[src/rtl/shift_register_ser.sv]
// Parallel-in, serial-out word shifter with a one-entry holding buffer.
// Emits a one-cycle frame strobe with the first bit of every word; back-to-back words stream gaplessly.
module shift_register_ser #(
    parameter int SHIFT_NUM = 4,
    parameter bit LSB_FIRST = 1'b1,
    parameter bit IDLE_BIT  = 1'b0
) (
    input  logic                 i_clk,
    input  logic                 i_rst_n,
    input  logic [SHIFT_NUM-1:0] i_data,
    input  logic                 i_valid,
    output logic                 o_ready,
    output logic                 o_data,
    output logic                 o_frame,
    output logic                 o_busy
);

    localparam int CNT_W = $clog2(SHIFT_NUM + 1);

    generate
        if (SHIFT_NUM < 2) begin : g_bad_shift_num
            $error("shift_register_ser: SHIFT_NUM must be 2 or more");
        end
    endgenerate

    typedef enum logic {
        ST_IDLE,
        ST_SHIFT
    } state_e;

    state_e               state_q, state_d;
    logic [CNT_W-1:0]     bit_cnt_q, bit_cnt_d;
    logic [SHIFT_NUM-1:0] shift_q, shift_d;
    logic [SHIFT_NUM-1:0] hold_q, hold_d;
    logic                 hold_full_q, hold_full_d;
    logic                 ready_q, ready_d;
    logic                 data_q, data_d;
    logic                 frame_q, frame_d;
    logic                 busy_q, busy_d;
    logic                 load;

    always_comb begin
        state_d     = state_q;
        bit_cnt_d   = bit_cnt_q;
        shift_d     = shift_q;
        hold_d      = hold_q;
        hold_full_d = hold_full_q;
        data_d      = data_q;
        frame_d     = 1'b0;
        busy_d      = busy_q;
        load        = 1'b0;

        // ready_q mirrors !hold_full_q, so accept and load never share an edge
        if (i_valid && ready_q) begin
            hold_d      = i_data;
            hold_full_d = 1'b1;
        end

        case (state_q)
            ST_IDLE: begin
                if (hold_full_q) begin
                    load = 1'b1;
                end else begin
                    data_d = IDLE_BIT;
                    busy_d = 1'b0;
                end
            end
            ST_SHIFT: begin
                if (bit_cnt_q < CNT_W'(SHIFT_NUM)) begin
                    bit_cnt_d = bit_cnt_q + CNT_W'(1);
                    if (LSB_FIRST) begin
                        shift_d = shift_q >> 1;
                        data_d  = shift_q[1];
                    end else begin
                        shift_d = shift_q << 1;
                        data_d  = shift_q[SHIFT_NUM-2];
                    end
                end else if (hold_full_q) begin
                    load = 1'b1;
                end else begin
                    state_d = ST_IDLE;
                    data_d  = IDLE_BIT;
                    busy_d  = 1'b0;
                end
            end
            default: begin
                state_d = ST_IDLE;
                data_d  = IDLE_BIT;
                busy_d  = 1'b0;
            end
        endcase

        if (load) begin
            shift_d     = hold_q;
            hold_full_d = 1'b0;
            data_d      = LSB_FIRST ? hold_q[0] : hold_q[SHIFT_NUM-1];
            frame_d     = 1'b1;
            busy_d      = 1'b1;
            bit_cnt_d   = CNT_W'(1);
            state_d     = ST_SHIFT;
        end

        ready_d = ~hold_full_d;
    end

    always_ff @(posedge i_clk or negedge i_rst_n) begin
        if (!i_rst_n) begin
            state_q     <= ST_IDLE;
            bit_cnt_q   <= '0;
            shift_q     <= '0;
            hold_q      <= '0;
            hold_full_q <= 1'b0;
            ready_q     <= 1'b1;
            data_q      <= IDLE_BIT;
            frame_q     <= 1'b0;
            busy_q      <= 1'b0;
        end else begin
            state_q     <= state_d;
            bit_cnt_q   <= bit_cnt_d;
            shift_q     <= shift_d;
            hold_q      <= hold_d;
            hold_full_q <= hold_full_d;
            ready_q     <= ready_d;
            data_q      <= data_d;
            frame_q     <= frame_d;
            busy_q      <= busy_d;
        end
    end

    assign o_ready = ready_q;
    assign o_data  = data_q;
    assign o_frame = frame_q;
    assign o_busy  = busy_q;

endmodule

[config.mk]
export PLATFORM = sky130hd
export DESIGN_NAME = shift_register_ser
export DESIGN_NICKNAME = d
export VERILOG_FILES = /design/src/rtl/shift_register_ser.sv
export SDC_FILE = /design/constraint.sdc
export NUM_CORES = 1
export LEC_CHECK = 0
export ABC_CLOCK_PERIOD_IN_PS = 1500
export CORE_AREA = 5 5 42 44
export DETAILED_ROUTE_END_ITERATION = 7
export DIE_AREA = 0 0 47 49
export DONT_BUFFER_PORTS = 1
export HOLD_SLACK_MARGIN = 0.1
export MAX_ROUTING_LAYER = met4
export SLEW_MARGIN = 5
export SYNTH_ARGS = -nofsm -noshare
export SYNTH_HDL_FRONTEND = slang
export SYNTH_SLANG_ARGS = --single-unit
[constraint.sdc]
create_clock -name i_clk -period 1.5 [get_ports i_clk]
set_clock_uncertainty 0.15 [all_clocks]
set_input_delay 0.3 -clock i_clk [delete_from_list [all_inputs] [get_ports i_clk]]
set_output_delay 0.3 -clock i_clk [all_outputs]
set_load 0.01 [all_outputs]
==> insert_results.sql <==
INSERT INTO impl_metrics (metric_group, metric, value, unit) VALUES
('setup_path', 'crit_cells', '0', ''),
('sta', 'fin_crit', '1.31', 'ns'),
('die', 'floorplan.rows', '14', ''),
('sta', 'report.final.setup_viol', '0', ''),
('synthesis', 'count_of_flip_flops_with_a_built_in_enable_after_synthesis', '0', ''),
('die', 'floorplan.io_pins', '11', ''),
('final_layout', 'fill_cells', '125', ''),
('power_and_ir_drop', 'p_leak', '0.330', 'nW'),
('global_route', 'largest_net_degree_at_the_start_of_global_routing', '17', ''),
('synthesis', 'netlist_top_cells_area', 'sky130_fd_sc_hd__dfrtp_1, sky130_fd_sc_hd__mux2_2, sky130_fd_sc_hd__mux2i_1', ''),
('placement', 'detailedPlacementHpwl', '743', 'microns'),
('placement', 'gp_congestion', '0.742', ''),
('synthesis', 'synth.top_cell.area_share', '59.3', '%'),
('die', 'die_height', '49', 'microns'),
('die', 'design.die.area', '0.00230', 'sq mm'),
('power_and_ir_drop', 'power_density', '2090', 'mW/mm^2'),
('die', 'die_w', '47', 'microns'),
('clock_network', 'htree_levels', '1', ''),
('global_route', 'grt_ovf', '0', ''),
('clock_network', 'clk_latency', '0.28', 'ns'),
('synthesis', 'synth_cell_types', '20', ''),
('final_layout', 'drive_above_1_share', '17.5', '%'),
('drt', 'detail_route.wirelength', '1000', 'microns'),
('setup_path', 'cp-start-kind', 'flop', ''),
('setup_path', 'worst-setup-path-type', 'flop to output port', ''),
('clock_network', 'cts_made_buffers', '3', ''),
('synthesis', 'synth.most_common_cell', 'sky130_fd_sc_hd__dfrtp_1', ''),
('drt', 'antenna_left', '0', ''),
('drt', 'first_pass_iters', '4', ''),
('final_layout', 'area.sequential', '402', 'sq um'),
('global_route', 'grt_pass1_wl', '1560', 'microns'),
('global_route', 'grt_use_total', '9.95', '%'),
('global_route', 'number_of_antenna_violations_at_the_first_check_in_global_routing', '0', ''),
('drt', 'detailedRoute.firstIterationViolations', '8', ''),
('synthesis', 'async_flop_share', '100', '%'),
('hold_path', 'worst_hold_startpoint', 'i_valid', ''),
('synthesis', 'yosysTopAreaCell', 'sky130_fd_sc_hd__dfrtp_1', ''),
('setup_path', 'reg2reg_setup_slack', '0.19', 'ns'),
('sta', 'setup_total_negative_slack', '0', 'ns'),
('die', 'initial_core_util', '45.2', '%'),
('synthesis', 'yosys_register_bits', '16', ''),
('sta', 'unrepaired_setup_endpoints_after_global_routing', 'no', ''),
('setup_path', 'r2r_endpoint', 'hold_q[2]', ''),
('drt', 'route.vias.total', '388', ''),
('setup_path', 'category_of_the_worst_setup_path_capture_point', 'output port', ''),
('setup_path', 'critical_path_required', '1.05', 'ns'),
('synthesis', 'syn_inst', '50', ''),
('sta', 'final-hold-violation-count', '0', ''),
('final_layout', 'area_growth', '13.8', '%'),
('clock_network', 'worst_setup_hold_path_clk_slew', '0.09', 'ns'),
('global_route', 'met2_usage', '15.8', '%'),
('synthesis', 'synth.top_cells.by_count', 'sky130_fd_sc_hd__dfrtp_1, sky130_fd_sc_hd__nand2_1, sky130_fd_sc_hd__o21ai_1', ''),
('run_status', 'status', 'finished, final reports clean', ''),
('setup_path', 'setup.worst_path.start', 'o_ready', ''),
('die', 'core_area', '0.00140', 'sq mm'),
('synthesis', 'netlist_area', '633', 'sq um'),
('setup_path', 'worst_r2r_path_depth', '2', ''),
('global_route', 'grtUsageMet1', '10.3', '%'),
('sta', 'final_min_period_over_clock_period', '87.6', '%'),
('clock_network', 'cts_num_sinks', '16', ''),
('setup_path', 'worstPathArrival', '0.86', 'ns'),
('clock_network', 'cts_root_buffer', 'sky130_fd_sc_hd__clkbuf_4', ''),
('synthesis', 'share_of_synthesized_area_occupied_by_flip_flops_and_latches', '63.4', '%'),
('clock_network', 'ctsResizeCount', '0', ''),
('final_layout', 'finish.utilization', '51.4', '%'),
('hold_path', 'min-delay-path-class', 'primary input to flop', ''),
('synthesis', 'syn-mean-instance-area', '12.7', 'sq um'),
('final_layout', 'n_antenna_cell', '0', ''),
('final_layout', 'multi_input_area', '209', 'sq um'),
('sta', 'max_freq', '761', 'MHz'),
('setup_path', 'regToRegStartpoint', 'o_ready', '');
[state kept, by name, summed over array words and instances, names as in the netlist]
name         cells
o_busy           1
bit_cnt_q        3
hold_full_q      1
o_data           1
o_frame          1
shift_q          3
state_q          1
hold_q           4
o_ready          1
[logic make-up (layout without fill, tap and decap cells)]
logic type	Yosys count	in the layout	synth area share [%]
DFF	16	16	63.4
and+or+nand+nor	14	14	11.3
AOI/OAI and AO/OA	9	9	7.90
muxes	7	7	11.9
buffers and inverters	3	10	3.56
adders and majority gates	1	1	1.98
[layer usage]
metal | vias up | wire [microns]
met4 | 0 | 4
met3 | 2 | 68
met1 | 192 | 367
met5 | - | 0
li1 | 180 | -
met2 | 14 | 561
[layout make-up]
type	count	area share, %
Clock buffer	4	5.03
Inverter	1	0.521
Multi-Input combinational cell	31	29.0
Sequential cell	16	55.7
Tap cell	16	2.78
Timing Repair Buffer	5	6.94
[report_power, final]
group	internal, mW	switching [mW]	total (mW)	leakage, nW
registers	0.636	0.173	0.809	0.195
logic	0.215	0.205	0.420	0.114
clock network	0.148	0.131	0.279	0.0210
total	0.998	0.509	1.51	0.330
[layout by cell type, fill, tap and decap left out]
cell / instances
sky130_fd_sc_hd__nor3_1: 1
sky130_fd_sc_hd__clkbuf_8: 1
sky130_fd_sc_hd__ha_1: 1
sky130_fd_sc_hd__clkbuf_4: 3
sky130_fd_sc_hd__or2_1: 1
sky130_fd_sc_hd__dfrtp_1: 15
sky130_fd_sc_hd__o21ai_1: 5
sky130_fd_sc_hd__mux2i_1: 3
sky130_fd_sc_hd__nor2b_1: 1
sky130_fd_sc_hd__mux2_2: 4
sky130_fd_sc_hd__o21ai_0: 1
sky130_fd_sc_hd__nor2_1: 1
sky130_fd_sc_hd__nand2b_1: 1
sky130_fd_sc_hd__dlygate4sd3_1: 5
sky130_fd_sc_hd__a21oi_1: 1
sky130_fd_sc_hd__nand2_1: 8
sky130_fd_sc_hd__a21o_1: 1
sky130_fd_sc_hd__nor2b_4: 1
sky130_fd_sc_hd__inv_1: 1
sky130_fd_sc_hd__o21a_1: 1
sky130_fd_sc_hd__dfstp_2: 1
[through the flow]
| stage | hold slack (ns) | worst slack [ns] | area, sq um | cells | power, mW |
|---|---|---|---|---|---|
| CTS | 0.176 | 0.177 | 721 | 73 | 1.53 |
| detailed placement | -0.145 | 0.212 | 634 | 64 | 1.23 |
| floorplan | -0.146 | 0.286 | 633 | 50 | 1.17 |
| finish | 0.186 | 0.186 | 721 | 73 | 1.51 |
| global route | 0.207 | 0.149 | 721 | 73 | 1.61 |
| global placement | -0.145 | 0.244 | 634 | 64 | 1.18 |
[worst min-delay path by stage]
stage	slack, ns	cells past startpoint	end
after detailed placement	-0.15	0	o_frame
after global routing	0.21	2	hold_full_q
after floorplan	-0.15	0	bit_cnt_q[0]
after global placement	-0.15	0	o_busy
final	0.19	2	hold_full_q
after CTS	0.18	2	hold_full_q
[repair_timing]
item                                   CTS  global route
buffers inserted                         0             0
hold buffers                             5             0
endpoints found under the hold margin   20             0
(Power assumes the default switching activity.)
